### config.mk
export PLATFORM = sky130hd
export DESIGN_NAME = pc_sequencer
export DESIGN_NICKNAME = d
export VERILOG_FILES = /design/src/rtl/pc_seq_pkg.sv /design/src/rtl/ret_stack.sv /design/src/rtl/pc_sequencer.sv
export SDC_FILE = /design/constraint.sdc
export NUM_CORES = 1
export LEC_CHECK = 0
export ABC_AREA = 0
export BUFFER_PORTS_ARGS = -buffer_cell sky130_fd_sc_hd__buf_2
export CAP_MARGIN = 5
export CORE_UTILIZATION = 30
export CTS_BUF_LIST = sky130_fd_sc_hd__clkbuf_4 sky130_fd_sc_hd__clkbuf_8
export CTS_CLUSTER_SIZE = 28
export DETAILED_ROUTE_END_ITERATION = 10
export MAX_ROUTING_LAYER = met4
export PLACE_DENSITY_LB_ADDON = 0.2
export SETUP_SLACK_MARGIN = 0.1
export SYNTH_ARGS = -nofsm -noshare
export SYNTH_HDL_FRONTEND = slang
export SYNTH_SLANG_ARGS = --single-unit
### constraint.sdc
create_clock -name Clk -period 2.5 [get_ports Clk]
set_clock_uncertainty 0.2 [all_clocks]
set_input_delay 0.125 -clock Clk [delete_from_list [all_inputs] [get_ports Clk]]
set_output_delay 0.125 -clock Clk [all_outputs]
set_load 0.1 [all_outputs]
### src/rtl/pc_seq_pkg.sv
// Shared types for the PC sequencer: FSM states, the per-cycle operation
// selected by strobe priority, and the fetch-path widths.
package pc_seq_pkg;

  localparam int PC_W      = 12;
  localparam int LUT_IDX_W = 5;

  typedef enum logic [1:0] {
    IDLE = 2'd0,
    RUN  = 2'd1,
    DONE = 2'd2
  } pcs_state_t;

  typedef enum logic [2:0] {
    OP_HOLD = 3'd0,
    OP_HALT = 3'd1,
    OP_RET  = 3'd2,
    OP_CALL = 3'd3,
    OP_JMP  = 3'd4,
    OP_REL  = 3'd5,
    OP_INC  = 3'd6
  } pc_op_t;

  // Only the highest-priority strobe acts; everything below it is dropped.
  function automatic pc_op_t decode_op(input logic stall, input logic halt,
                                       input logic ret,   input logic call,
                                       input logic jmp,   input logic rel);
    if (stall)     return OP_HOLD;
    else if (halt) return OP_HALT;
    else if (ret)  return OP_RET;
    else if (call) return OP_CALL;
    else if (jmp)  return OP_JMP;
    else if (rel)  return OP_REL;
    else           return OP_INC;
  endfunction

endpackage

### src/rtl/ret_stack.sv
// Return-address LIFO. The pointer counts occupied entries (0..DEPTH), so it
// carries one extra bit to tell full from empty. Entries are not reset; only
// the pointer is, which is enough since nothing is read above the pointer.
module ret_stack #(
  parameter int DEPTH = 4,
  parameter int D     = 12
) (
  input  logic         clk_i,
  input  logic         rst_ni,
  input  logic         clr_i,
  input  logic         push_i,
  input  logic         pop_i,
  input  logic [D-1:0] data_i,
  output logic         full_o,
  output logic         empty_o,
  output logic [D-1:0] top_o
);

  localparam int AW = $clog2(DEPTH);
  localparam int PW = AW + 1;

  logic [PW-1:0] ptr_q, ptr_d;
  logic [D-1:0]  mem_q [DEPTH];
  logic [PW-1:0] ptr_m1;

  assign full_o  = (ptr_q == PW'(DEPTH));
  assign empty_o = (ptr_q == '0);
  assign ptr_m1  = ptr_q - PW'(1);
  assign top_o   = mem_q[ptr_m1[AW-1:0]];

  // Pointer next state: clear wins, then guarded push, then guarded pop.
  always_comb begin
    ptr_d = ptr_q;
    if (clr_i)                  ptr_d = '0;
    else if (push_i && !full_o) ptr_d = ptr_q + PW'(1);
    else if (pop_i && !empty_o) ptr_d = ptr_m1;
  end

  // Pointer register.
  always_ff @(posedge clk_i or negedge rst_ni) begin
    if (!rst_ni) ptr_q <= '0;
    else         ptr_q <= ptr_d;
  end

  // Storage write at the current pointer on an accepted push.
  always_ff @(posedge clk_i) begin
    if (push_i && !full_o && !clr_i) mem_q[ptr_q[AW-1:0]] <= data_i;
  end

endmodule

### src/rtl/pc_sequencer.sv
// Program-counter controller for the fetch path: owns the PC, runs the
// IDLE/RUN/DONE FSM, and sequences +1 / relative branch / LUT jump /
// call / return. The LUT index passes straight through to the LUT.
module pc_sequencer
  import pc_seq_pkg::*;
#(
  parameter int D           = PC_W,
  parameter int STACK_DEPTH = 4,
  parameter int OFF_W       = 8
) (
  input  logic                 Clk,
  input  logic                 Reset_n,
  input  logic                 Start,
  input  logic [D-1:0]         StartAddr,
  input  logic                 Stall,
  input  logic                 Halt,
  input  logic                 Jump,
  input  logic                 BranchRel,
  input  logic [OFF_W-1:0]     Offset,
  input  logic                 Call,
  input  logic                 Ret,
  input  logic [LUT_IDX_W-1:0] LutIdx,
  output logic [LUT_IDX_W-1:0] LutAddr,
  input  logic [D-1:0]         LutTarget,
  output logic [D-1:0]         PC,
  output logic                 Running,
  output logic                 Done,
  output logic                 StackErr
);

  pcs_state_t   state_q, state_d;
  logic [D-1:0] pc_q, pc_d;
  logic         err_q, err_d;
  logic         stk_push, stk_pop, stk_clr;
  logic         stk_full, stk_empty;
  logic [D-1:0] stk_top;
  logic [D-1:0] pc_inc, off_ext;
  pc_op_t       op;

  assign pc_inc  = pc_q + D'(1);
  assign off_ext = {{(D-OFF_W){Offset[OFF_W-1]}}, Offset};
  assign op      = decode_op(Stall, Halt, Ret, Call, Jump, BranchRel);

  ret_stack #(.DEPTH(STACK_DEPTH), .D(D)) u_stack (
    .clk_i   (Clk),
    .rst_ni  (Reset_n),
    .clr_i   (stk_clr),
    .push_i  (stk_push),
    .pop_i   (stk_pop),
    .data_i  (pc_inc),
    .full_o  (stk_full),
    .empty_o (stk_empty),
    .top_o   (stk_top)
  );

  // FSM next state, next PC and stack control; faults end the program.
  always_comb begin
    state_d  = state_q;
    pc_d     = pc_q;
    err_d    = err_q;
    stk_push = 1'b0;
    stk_pop  = 1'b0;
    stk_clr  = 1'b0;
    unique case (state_q)
      IDLE, DONE: begin
        if (Start) begin
          pc_d    = StartAddr;
          err_d   = 1'b0;
          stk_clr = 1'b1;
          state_d = RUN;
        end
      end
      RUN: begin
        case (op)
          OP_HOLD: ;
          OP_HALT: state_d = DONE;
          OP_RET: begin
            if (stk_empty) begin
              err_d   = 1'b1;
              state_d = DONE;
            end else begin
              stk_pop = 1'b1;
              pc_d    = stk_top;
            end
          end
          OP_CALL: begin
            if (stk_full) begin
              err_d   = 1'b1;
              state_d = DONE;
            end else begin
              stk_push = 1'b1;
              pc_d     = LutTarget;
            end
          end
          OP_JMP:  pc_d = LutTarget;
          OP_REL:  pc_d = pc_q + off_ext;
          OP_INC:  pc_d = pc_inc;
          default: ;
        endcase
      end
      default: state_d = IDLE;
    endcase
  end

  // State, PC and sticky error registers.
  always_ff @(posedge Clk or negedge Reset_n) begin
    if (!Reset_n) begin
      state_q <= IDLE;
      pc_q    <= '0;
      err_q   <= 1'b0;
    end else begin
      state_q <= state_d;
      pc_q    <= pc_d;
      err_q   <= err_d;
    end
  end

  assign PC       = pc_q;
  assign Running  = (state_q == RUN);
  assign Done     = (state_q == DONE);
  assign StackErr = err_q;
  assign LutAddr  = LutIdx;

endmodule

# ---- Yosys cells after proc, flatten, opt, wreduce, memory -nomap -nowiden
# Memories as Yosys holds them, arrays and structs flattened.
# Index checks and enable logic that the tools add are counted.
dict set report word_totals {
  mem_bits_rw 48
  regBits 18
  mem_count 1
  output_inout_bits 20
}
dict set report classes {
  n_eq_ne 17
  n_addsub 4
  n_reduce_logical 14
  mux 34
}
# memory depth word_bits read_ports rd_clocked_by_memory_dff wr line
set mem_list {}
lappend mem_list {u_stack.mem_q 4 12 1 0 1 ret_stack.sv:23} ;# logic [D-1:0] mem_q [DEPTH];
# cell count
set op_table {}
lappend op_table {{$pmux 12 s5} 1}
lappend op_table {{$mux 12} 3}
lappend op_table {{$pmux 12 s2} 1}
lappend op_table {{$mux 3} 7}
lappend op_table {{$mux 1} 13}
lappend op_table {{$add 12x1->12 const B} 1}
lappend op_table {{$add 12x12->12} 1}
lappend op_table {{$eq 3x3->1 const B} 4}
lappend op_table {{$mux 2} 5}
lappend op_table {{$reduce_and 5->1} 2}
lappend op_table {{$eq 3x2->1 const B} 2}
lappend op_table {{$ne 3x2->1 const B} 2}
lappend op_table {{$ne 3x3->1 const B} 2}
lappend op_table {{$ne 6x1->1 const B} 1}
lappend op_table {{$pmux 2 s3} 1}
lappend op_table {{$ne 4x1->1 const B} 1}
lappend op_table {{$pmux 1 s2} 2}
lappend op_table {{$pmux 2 s2} 1}
lappend op_table {{$reduce_and 4->1} 1}
lappend op_table {{$add 3x1->3 const B} 1}
lappend op_table {{$eq 3x1->1 const B} 1}
lappend op_table {{$logic_and 1x1->1} 3}
lappend op_table {{$logic_not 1->1} 3}
lappend op_table {{$logic_not 3->1} 1}
lappend op_table {{9 further kinds} 9}

# ---- Logic depth before layout (Yosys ltp)
dict set report logic_depth {
  word_depth 13
  mapped_depth 11
  depth_no_buf 8
}

# ---- Cells and area by module
# A second synthesis with hierarchy kept.
dict set report unflattened {
  cells_unflattened 328
  area_unflattened_um2 3849.9
}
# mod area_per_inst_um2 instances cells_per_inst
set by_module_without_submodules {}
lappend by_module_without_submodules {ret_stack 2068.2 1 99}
lappend by_module_without_submodules {pc_sequencer 1781.7 1 229}

# ---- Worst setup path after synthesis
# Ideal clock, no wire load.
dict set report synth_timing {
  path_type {register -> register}
  from {reg pc_q[1] (netlist: PC[1])}
  to {reg pc_q[9] (netlist: PC[9])}
  path_stages_with_launch 8
  arrival_time_ns 2.463
  setup_slack_ns -0.289
  setup_ns 0.126
  synth_period_minus_slack_ns 2.789
  path_cell_list {dfrtp_1 ha_1 a211oi_1 o211ai_1 a41oi_1 xnor2_1 a221oi_1 nor2_1}
}
dict set report synth_via {
  elab_chain_len 3
}
# item line
set synth_rtl {}
lappend synth_rtl {{from (decl)} pc_sequencer.sv:32} ;# logic [D-1:0] pc_q, pc_d;
lappend synth_rtl {{from (signal assigned)} pc_sequencer.sv:113} ;# pc_q <= pc_d;
lappend synth_rtl {{$add 12x1->12 or $add 12x12->12 (tied branches)} {pc_sequencer.sv:40, pc_sequencer.sv:96}}
lappend synth_rtl {{$pmux 12 s5 (*)} pc_sequencer.sv:74} ;# case (op)
lappend synth_rtl {{$pmux 12 s2 (*)} pc_sequencer.sv:64} ;# unique case (state_q)
# Mark *: on every way between the ends. The rest lies on a longest branch, timed or not.
# A chain may end at the register's enable or synchronous reset.

# ---- Final worst setup path
dict set report layout_timing {
  from {reg pc_q[0] (netlist: PC[0])}
  to {reg pc_q[8] (netlist: PC[8])}
}
# Same word-level chain as after synthesis.

==> metrics.yaml <==
slew_violations: 0
placed_cell_area_sq_um: 4390
cp_max_fo: 5
portBuffers: 55
grt_pass1_wl_um: 17400
final_cell_mix: "55 x buf_2, 48 x edfxtp_1, 25 x nand2_1"
die_h_um: 114
drtIter0Drc: 198
finalCoreUtilization_pct: 39.6
p_per_area_nw_per_um2: 1250
final_common_cell: "buf_2"
dp_cells: 550
wire_per_inst_um: 18.7
critPathLaunch: "PC[0]$_DFFE_PN0P_"
clk_pin_slew_ns: 0.08
intPower_w: 0.00312
ios: 66
ir_drop_mv: 0.686
syn_area_per_cell_sq_um: 11.8
grt_max_degree: 19
cts_max_path_buffers: 2
synth_top_family_by_area: "compound AO/OA/AOI/OAI gates"
grt_pass1_vias: 3152
yosys.area.top_type_share_pct: 38.1
rsz0062_at_grt: "true"
synth-xor-area-share_pct: 3.94
rr_startpoint: "PC[0]$_DFFE_PN0P_"
rows: 40
synth_fa_ha_area_share_pct: 6.15
setup_viol: 0
r2r_end: "PC[8]$_DFFE_PN0P_"
ys_ff_latch: 66
synth_cell_type_count: 62
wl_um: 11000
crit_path_end: "PC[8]$_DFFE_PN0P_"
rr_worst_depth: 8
design_area_sq_um: 4820
min_path_type: "input port to flip-flop"
path_class: "flip-flop to flip-flop"
gr-total-overflow: 0
dp_hpwl_um: 8170
synthMuxAreaShare_pct: 7.97
cts_tree: "built"
cts_htree_levels: 3
synth_compound_area_share_pct: 15.0
syn_nets: 386
fillerInstances: 1200
antenna_found_initial: 0
fin_crit_ns: 2.39
start_util_pct: 31.1
synth_edf_count: 48
drc: 0
routabilityCongestion: 0.938
layout.nets: 478
switchingPower_w: 0.00292
async_flop_share_pct: 27.3
crit_arrival_ns: 2.43
reg2reg_slack_ns: 0.11
viasPerCell: 5.17
dr.pass1.iters: 4
cts_num_sinks: 66
status: "completed"
synth_cells: 322
holdWs_ns: 0.00924
synth_simple_gate_area_share_pct: 13.3
finalHoldViolations: 0
yosys.area.top_type: "edfxtp_1"
power.clock.fraction_pct: 14.9
p_comb_share_pct: 57.5
num_vias: 3037
worstPathRequired_ns: 2.54
core-area_sq_um: 12200
cp-end-kind: "flip-flop"
worst_pin_slew_ns: 0.544
stdcell_count: 587
synthTopCellsByArea: "edfxtp_1 38%, dfrtp_1 12%, mux4_2 7.1%, ha_1 5.6%, o21ai_0 2.9%"
clkLatencyLatePin_ns: 0.35
die_area_sq_um: 13100
syn-cell-area_sq_um: 3780
finalCritPeriodShare_pct: 95.5
yosys_warnings: 0
max_freq_mhz: 419
p_seq_share_pct: 27.6
slew_headroom_pct: 63.7
p_sw_share_pct: 48.3
cts-buffers-inserted: 9
areaGrowthSynthToFinish_pct: 27.4
gr-usage-all-layers_pct: 18.5
diodes: 0
maxCapViolCount: 0
start_kind: "flip-flop"
drive_above_1_share_pct: 32.5
die_w_um: 114
antenna_left: 0
leakage_nw: 1.85
cts-root-buf: "clkbuf_8"
synth_flop_cell: "edfxtp_1"
synth.yosys.seq_area_share_pct: 50.0
fin_tns_setup_ns: 0
-- cells by family (layout without fill, tap and decap cells) --
group                      count (synthesis)  in the layout
and+or+nand+nor                           94             94
AOI/OAI and AO/OA                         86             86
DFF                                       66             66
buffers and inverters                     26            123
adders and majority gates                 18             18
xor gates and xnor gates                  17             17
muxes                                     15             15
-- worst max-delay path, stage by stage, from the launching register on --
cell,delay (ns)
dfrtp_4,0.51
ha_4,0.19
fa_2,0.36
nand3_2,0.10
a21oi_1,0.07
nand3b_1,0.25
xor2_1,0.19
a221oi_1,0.28
o21ai_1,0.11
-- state kept, by name, summed over array words and instances, names as in the netlist --
register	count
u_stack.ptr_q	3
StackErr	1
state_q	2
u_stack.mem_q	48
PC	12
-- per-stage QoR --
| stage | worst slack (ns) | total power, W |
|---|---|---|
| 3_5_place_dp | 0.120 | 0.00506 |
| 4_1_cts | 0.100 | 0.00601 |
| 5_1_grt | 0.0324 | 0.00639 |
| 3_3_place_gp | 0.143 | 0.00505 |
| 6_report | 0.112 | 0.00604 |
| 2_1_floorplan | 0.0779 | 0.00409 |
-- per-layer routing --
layer  vias up  share of wire, %  GRT usage, %
li1       1429                 -             -
met1      1499                45          24.5
met2        96                48          29.3
met3        13               6.0          3.60
met4         0              0.93          4.24
met5         -                 0             -
-- final cells by class --
| class | instances | area, sq um | area share, % |
|---|---|---|---|
| inverter | 9 | 33.8 | 0.701 |
| clock inverter | 7 | 70.1 | 1.45 |
| tap | 168 | 210 | 4.36 |
| clock buffer | 9 | 124 | 2.57 |
| multi-input combinational | 230 | 1810 | 37.6 |
| sequential | 66 | 1910 | 39.6 |
| timing repair buffer | 98 | 661 | 13.7 |
-- synthesized netlist by cell type, types with 3 or more instances --
| master | count |
|---|---|
| a21oi_1 | 18 |
| a211oi_1 | 7 |
| a31oi_1 | 4 |
| o32ai_1 | 3 |
| and3_1 | 4 |
| and2_1 | 6 |
| ha_1 | 17 |
| dfrtp_1 | 18 |
| buf_4 | 5 |
| nor2_1 | 19 |
| mux4_2 | 12 |
| o21ai_0 | 22 |
| edfxtp_1 | 48 |
| nand3_1 | 14 |
| o211ai_1 | 6 |
| nor3_1 | 4 |
| clkbuf_1 | 4 |
| xor2_1 | 11 |
| nand3b_1 | 3 |
| or3_1 | 3 |
| xnor2_1 | 6 |
| nand2_1 | 25 |
| a221o_1 | 3 |
| a21o_1 | 4 |
| buf_2 | 5 |
| inv_1 | 8 |
-- worst min-delay path by stage --
stage | from | to | slack, ns | depth (start not counted)
6_report | StartAddr[6] | PC[6]$_DFFE_PN0P_ | 0.009 | 4
5_1_grt | LutTarget[7] | PC[7]$_DFFE_PN0P_ | 0.02 | 4
4_1_cts | LutTarget[7] | PC[7]$_DFFE_PN0P_ | 0.004 | 4
3_5_place_dp | Reset_n | u_stack.ptr_q[2]$_DFFE_PN0P_ | -0.09 | 1
3_3_place_gp | Reset_n | u_stack.ptr_q[2]$_DFFE_PN0P_ | -0.09 | 1
2_1_floorplan | Reset_n | PC[10]$_DFFE_PN0P_ | -0.37 | 0
-- power groups by stage --
stage | logic [W] | clock network, W | registers, W
floorplan | 0.00165 | 0 | 0.00244
global placement | 0.00335 | 0 | 0.00169
detailed placement | 0.00336 | 0 | 0.00169
CTS | 0.00341 | 0.000922 | 0.00167
global route | 0.00375 | 0.000957 | 0.00169
finish | 0.00347 | 0.000899 | 0.00167
-- repair_timing --
item                       4_1_cts  5_1_grt
pin swaps                        0        5
setup buffers                    0        1
hold buffers                    20        0
gates resized for setup          1        6
setup endpoints to repair        1       52
hold endpoints to repair        31        0
Power figures use the tool's default switching activity.
